**config.mk**
```make
export PLATFORM = sky130hd
export DESIGN_NAME = cache_writeback_buffer
export DESIGN_NICKNAME = d
export VERILOG_FILES = /design/src/rtl/cache_writeback_buffer_pkg.sv /design/src/rtl/cache_writeback_buffer.sv
export SDC_FILE = /design/constraint.sdc
export NUM_CORES = 1
export LEC_CHECK = 0
export BUFFER_PORTS_ARGS = -buffer_cell sky130_fd_sc_hd__clkbuf_2
export CAP_MARGIN = 20
export CORE_MARGIN = 8
export CORE_UTILIZATION = 46
export CTS_BUF_LIST = sky130_fd_sc_hd__clkbuf_4 sky130_fd_sc_hd__clkbuf_8
export CTS_CLUSTER_SIZE = 30
export DETAILED_ROUTE_END_ITERATION = 16
export MAX_ROUTING_LAYER = met4
export PLACE_DENSITY = 0.78
export SYNTH_ARGS = -nofsm -noshare
export SYNTH_HDL_FRONTEND = slang
export SYNTH_SLANG_ARGS = --single-unit
```
**constraint.sdc**
```tcl
create_clock -name clk -period 1.8 [get_ports clk]
set_clock_uncertainty 0.2 [all_clocks]
set_input_delay 0.27 -clock clk [delete_from_list [all_inputs] [get_ports clk]]
set_output_delay 0.27 -clock clk [all_outputs]
set_load 0.03 [all_outputs]
```
**src/rtl/cache_writeback_buffer_pkg.sv**
```systemverilog
// Shared definitions for the data-cache write-back path: AXI encodings and
// the write-back FSM state type. Also imported by the miss controller and
// the refill path, so keep it free of block-specific parameters.
package cache_writeback_buffer_pkg;

  // AXI burst type, transfer size and response encodings used by the cache.
  localparam logic [1:0] AXI_BURST_INCR = 2'b01;
  localparam logic [2:0] AXI_SIZE_4B    = 3'b010;
  localparam logic [1:0] AXI_RESP_OKAY  = 2'b00;
  localparam logic [3:0] AXI_WSTRB_FULL = 4'hF;

  // Write-back buffer states; IDLE means the entry is free.
  typedef enum logic [1:0] {
    WB_IDLE = 2'd0,
    WB_ADDR = 2'd1,
    WB_DATA = 2'd2,
    WB_RESP = 2'd3
  } wb_state_e;

  // Anything other than OKAY (SLVERR, DECERR, EXOKAY on a normal write) is
  // reported as a bus error.
  function automatic logic resp_is_error(input logic [1:0] resp);
    return resp != AXI_RESP_OKAY;
  endfunction

endpackage

```
**src/rtl/cache_writeback_buffer.sv**
```systemverilog
// Single-entry dirty-victim write-back buffer. Captures one evicted line
// and sends it to memory as a single AXI INCR write burst of 32-bit beats.
// A combinational address query lets the miss controller hold off a refill
// of a line whose newest data is still sitting in this buffer.
module cache_writeback_buffer
  import cache_writeback_buffer_pkg::*;
#(
  parameter int         BYTES_PER_LINE = 16,
  parameter int         NUM_LINE       = 256,
  parameter int         OFFSET_WIDTH   = $clog2(BYTES_PER_LINE),
  parameter int         INDEX_WIDTH    = $clog2(NUM_LINE),
  parameter int         TAG_WIDTH      = 32 - OFFSET_WIDTH - INDEX_WIDTH,
  parameter int         WORDS_PER_LINE = BYTES_PER_LINE / 4,
  parameter logic [3:0] AXI_ID         = 4'd1
) (
  input  logic                        clk,
  input  logic                        resetn,

  // Victim line from the miss controller
  input  logic                        wb_req,
  output logic                        wb_ready,
  input  logic [TAG_WIDTH-1:0]        wb_tag,
  input  logic [INDEX_WIDTH-1:0]      wb_index,
  input  logic [BYTES_PER_LINE*8-1:0] wb_line,
  output logic                        busy,

  // Address-match query
  input  logic [TAG_WIDTH-1:0]        query_tag,
  input  logic [INDEX_WIDTH-1:0]      query_index,
  output logic                        query_hit,

  // AXI write address channel
  output logic [3:0]                  awid,
  output logic [31:0]                 awaddr,
  output logic [7:0]                  awlen,
  output logic [2:0]                  awsize,
  output logic [1:0]                  awburst,
  output logic                        awvalid,
  input  logic                        awready,

  // AXI write data channel
  output logic [31:0]                 wdata,
  output logic [3:0]                  wstrb,
  output logic                        wlast,
  output logic                        wvalid,
  input  logic                        wready,

  // AXI write response channel
  input  logic [1:0]                  bresp,
  input  logic                        bvalid,
  output logic                        bready,

  output logic                        bus_err
);

  localparam int LINE_WIDTH = BYTES_PER_LINE * 8;
  localparam int BEAT_WIDTH = $clog2(WORDS_PER_LINE);

  // Beat index whose handshake makes the following beat the last one.
  localparam logic [BEAT_WIDTH-1:0] PENULT_BEAT = BEAT_WIDTH'(WORDS_PER_LINE - 2);
  localparam logic [7:0]            BURST_LEN   = 8'(WORDS_PER_LINE - 1);

  wb_state_e                 state_q;
  logic [TAG_WIDTH-1:0]      tag_q;
  logic [INDEX_WIDTH-1:0]    index_q;
  logic [LINE_WIDTH-1:0]     line_q;
  logic [BEAT_WIDTH-1:0]     beat_q;
  logic                      awvalid_q;
  logic                      wvalid_q;
  logic                      wlast_q;
  logic                      bready_q;
  logic                      bus_err_q;

  logic                      accept;

  // A victim is taken only from IDLE; a request arriving while busy (even in
  // the cycle the B response completes) waits for the next IDLE cycle.
  assign accept = (state_q == WB_IDLE) && wb_req;

  // Latch the victim entry on accept; it stays frozen until the next accept.
  // NOTE: the line register is reset even though it is wide, because the
  // latched contents (and hence awaddr/wdata) are defined as zero after reset.
  always_ff @(posedge clk or negedge resetn) begin
    if (!resetn) begin
      tag_q   <= '0;
      index_q <= '0;
      line_q  <= '0;
    end else if (accept) begin
      // NOTE: state is always updated with non-blocking assignments so every
      // register samples pre-edge values regardless of statement order.
      tag_q   <= wb_tag;
      index_q <= wb_index;
      line_q  <= wb_line;
    end
  end

  // Burst sequencer: walks ADDR -> DATA -> RESP and registers every handshake
  // qualifier so valid/ready/last never depend combinationally on the bus.
  always_ff @(posedge clk or negedge resetn) begin
    if (!resetn) begin
      state_q   <= WB_IDLE;
      beat_q    <= '0;
      awvalid_q <= 1'b0;
      wvalid_q  <= 1'b0;
      wlast_q   <= 1'b0;
      bready_q  <= 1'b0;
      bus_err_q <= 1'b0;
    end else begin
      // bus_err is a single-cycle pulse unless re-armed below.
      bus_err_q <= 1'b0;
      unique case (state_q)
        WB_IDLE: begin
          if (wb_req) begin
            state_q   <= WB_ADDR;
            beat_q    <= '0;
            awvalid_q <= 1'b1;
          end
        end
        WB_ADDR: begin
          if (awready) begin
            state_q   <= WB_DATA;
            awvalid_q <= 1'b0;
            wvalid_q  <= 1'b1;
            // Lines are at least two words, so the first beat is never last.
            wlast_q   <= 1'b0;
          end
        end
        WB_DATA: begin
          if (wready) begin
            if (wlast_q) begin
              state_q  <= WB_RESP;
              wvalid_q <= 1'b0;
              wlast_q  <= 1'b0;
              bready_q <= 1'b1;
            end else begin
              // Counter stops on the last beat, so it never wraps mid-burst.
              beat_q  <= beat_q + 1'b1;
              wlast_q <= (beat_q == PENULT_BEAT);
            end
          end
        end
        WB_RESP: begin
          if (bvalid) begin
            state_q   <= WB_IDLE;
            bready_q  <= 1'b0;
            bus_err_q <= resp_is_error(bresp);
          end
        end
        default: begin
          state_q <= WB_IDLE;
        end
      endcase
    end
  end

  // Stall check against the held entry; only meaningful while it is occupied.
  always_comb begin
    // NOTE: a default assignment ahead of any condition keeps this purely
    // combinational; leaving a path unassigned would infer a latch.
    query_hit = 1'b0;
    if (state_q != WB_IDLE) begin
      query_hit = (tag_q == query_tag) && (index_q == query_index);
    end
  end

  // Channel outputs: constants, latched entry fields, or registered flags.
  assign wb_ready = (state_q == WB_IDLE);
  assign busy     = (state_q != WB_IDLE);

  assign awid     = AXI_ID;
  assign awaddr   = {tag_q, index_q, {OFFSET_WIDTH{1'b0}}};
  assign awlen    = BURST_LEN;
  assign awsize   = AXI_SIZE_4B;
  assign awburst  = AXI_BURST_INCR;
  assign awvalid  = awvalid_q;

  assign wdata    = line_q[{beat_q, 5'd0} +: 32];
  assign wstrb    = AXI_WSTRB_FULL;
  assign wlast    = wlast_q;
  assign wvalid   = wvalid_q;

  assign bready   = bready_q;
  assign bus_err  = bus_err_q;

endmodule

```
==> summary.md <==
| Metric | Value |
|---|---|
| Port Buffers | about 260 |
| Vias | 6,062 |
| Drt pass-1 iters | 6 |
| Top-count cell post-synth | dfrtp_1 |
| Startpoint types | register |
| Post-synthesis mux area share | ~33% |
| Yosys cell types | 34 |
| Post-synth EDFFs | 0 |
| RSZ-0062 raised after global routing | true |
| Largest delay share family, worst path | simple AND/OR/NAND/NOR gates |
| Ordered list of cells on the worst path | xor2_1 > nor4_2 > buf_4 > nand4_1 > nor4_4 > clkbuf_8 |
| Fill cells | between 900 and 1,000 |
| Via count of the first global-routing pass | about 7,000 |
| H-tree depth | 4 |
| Clk sinks | around 170 |
| Setup Viol. Count Final | 52 |
| Gr usage total | between 20% and 30% |
| Setup TNS Final | -17,690 ps |
| Run status | finished with violations |
| Post-synthesis xor/xnor area fraction | about 3.2% |
| Final instance area | ~12,000 sq um |
| Routed Antenna Nets | 0 |
| Failing checks | negative setup slack |
| Remaining Overflow, GRT | 0 |
| Die Wd | 145 um |
| Top cell type's share of synthesized area | between 50% and 60% |
| Crit path required time | 1330 ps |
| TritonCTS clock tree | built |
| Synth area leaders | dfrtp_1, mux2_1, mux4_2 |
| Fmax | about 390 MHz |
| Vias/cell | between 5 and 6 |
| Area growth syn-to-layout | 58.9% |
| Most frequent cells after synthesis | dfrtp_1, mux2_1, mux4_2, buf_4 |
| Synth Area in Simple Gates | approximately 2% |
| Seq cells post-synth | 165 |
| Worst Setup SP | tag_q[15]$_DFFE_PN0P_ |
| Post-Syn Area | 7690 sq um |
| Period utilization | 141% |
| Register area share after synthesis | a little over half |
| WL final | 25,700 um |
| Root buf cell | clkbuf_8 |
| Synth Area in Adders | less than 1% |
| HP Class | in -> async |
| CP bufs+invs | 2 |
| Routability cong. | ~0.84 |
| Routed length per instance | 21.3 um |
| Initial core utilization | 46.7% |
| Slowest stage delay, CP | 410 ps |
| Num CTS Buffers | 17 |
| Synth Area in Compound Gates | 1.35% |
| Slew HR | about 66% |
| Max Cap Violations | 0 |
| Worst-case clock buffer depth | 2 |
| Final core occ | approximately three quarters |
| Antenna violations before repair | 2 |
| DRC viols | 0 |
| Layout cell share with drive strength beyond 1 | a little over two fifths |
| Placed Instance Area | between 9000 and 10,000 sq um |
| Worst Path Arrival | between 2000 and 2500 ps |
| Max-slew violation count | 0 |
| Clock insertion delay at the later pin of the skew report | roughly 450 ps |
| VDD IR max | between 1000 and 1500 uV |
| Crit path kind | reg -> out |
| Ys async rst share | 100% |
| Pwr dens | about 1800 nW/um^2 |
| CP Capture Type | output port |
| Largest net degree at the start of global routing | 47 |
| Final #Nets | ~1,200 |
| Post-route setup slack | -741 ps |
| Final Hold Viols | 0 |
| FP Rows | 47 |
| Crit path time final | around 2500 ps |
| Synth Area per Inst | ~16 sq um |
| Core Area | ~16,000 sq um |
| CTS clk-pin slew, worst paths | 90 ps |
| DIE HEIGHT | between 100 and 150 um |
| First-pass GRT wire length | a little under 40,000 um |
| P_leak | around 5.7 nW |
| CP max FO | 2 |
| Area leader, netlist | dfrtp_1 |
| Syn. warnings | 0 |
| Largest family of logic cells by synthesized area | multiplexers |
| RR Startpoint | state_q[0]$_DFFE_PN0P_ |
| I/O pin count | ~290 |
| Post-DP HPWL | approximately 15,000 um |
| Syn Inst Count | 495 |
| Top_reg_cell synth | dfrtp_1 |
| 1st-iter DRT viols | about 210 |
| CP max stage cell | dfrtp_1 |
| Worst-margin pin slew | roughly 500 ps |
| Pre-CTS setup slack | -309 ps |
| Hold slack | a little over 100 ps |
| Full die area | between 20,000 and 25,000 sq um |
-- registers in the layout, summed over array words and instances (netlist names) --
name	count
state_q	2
tag_q	20
bus_err	1
beat_q	2
index_q	8
wlast	1
awvalid	1
bready	1
wvalid	1
line_q	128
-- routing by layer --
metal | vias to the layer above | wire [um] | GRT usage (%)
li1 | 2692 | - | -
met1 | 3018 | 9290 | 25.2
met2 | 276 | 13900 | 43.7
met3 | 76 | 1360 | 5.63
met4 | 0 | 1150 | 12.3
met5 | - | 0 | -
-- worst reg2reg max path: cells and delay by family (launching register included) --
family,cells,cell delay [ps]
buffers and inverters,3,440
multiplexers,1,380
adder cells (fa/ha/maj),1,170
flip-flops,1,370
AND/OR/NAND/NOR,1,160
-- placed cells by master, fill, tap and decap left out, types with 5 or more instances in the layout --
cell / count
xnor2_1: 11
buf_6: 7
buf_12: 13
mux2_1: 155
clkbuf_8: 19
clkbuf_2: 223
nand2_1: 10
dfrtp_2: 5
dlygate4sd3_1: 163
dfrtp_1: 160
mux4_2: 32
conb_1: 25
buf_8: 36
xor2_1: 17
buf_4: 37
-- final timing paths --
path                                            to  slack [ps]  cells after the start
min in group clk            line_q[35]$_DFFE_PN0P_         300                      1
max reg2reg                  tag_q[15]$_DFFE_PN0P_         -30                      6
min                         line_q[37]$_DFFE_PN0P_         100                      2
max in group asynchronous  line_q[125]$_DFFE_PN0P_         690                      3
min reg2reg                 line_q[35]$_DFFE_PN0P_         300                      1
max                                      query_hit        -740                      6
-- power by group --
| part | internal, W | total [W] | switching (W) |
|---|---|---|---|
| logic | 0.00601 | 0.0117 | 0.00571 |
| registers | 0.00561 | 0.00689 | 0.00128 |
| clock network | 0.00148 | 0.00304 | 0.00156 |
| total | 0.0131 | 0.0217 | 0.00855 |
-- repair_timing --
action	4_1_cts	5_1_grt
endpoints found under the setup margin	37	56
setup buffers	9	7
pin swaps	3	7
hold buffers	163	0
resized for setup	83	72
gates cloned	2	2
hold endpoints to repair	325	0
-- stage by stage --
stage	instances	power (W)
finish	1203	0.0217
global route	1203	0.0227
CTS	1197	0.0205
detailed placement	991	0.0157
global placement	991	0.0154
floorplan	518	0.0129
-- kinds of logic after synthesis --
logic type	after synthesis
flops	165
simple gates	29
other cells	2
mux	192
buf+inv	60
fa+ha+maj	5
compound gates	14
xor+xnor	28
-- area by class of cell --
type / count / area [sq um] / area share [%]
sequential: 165 / 4140 / 33.8
clock buffer: 18 / 248 / 2.03
tap: 220 / 275 / 2.25
multi-input combinational: 293 / 3310 / 27.1
clock inverter: 14 / 210 / 1.72
inverter: 8 / 40.0 / 0.328
timing repair buffer: 483 / 4000 / 32.7
antenna: 2 / 5.00 / 0.0410
(Power assumes the default switching activity.)
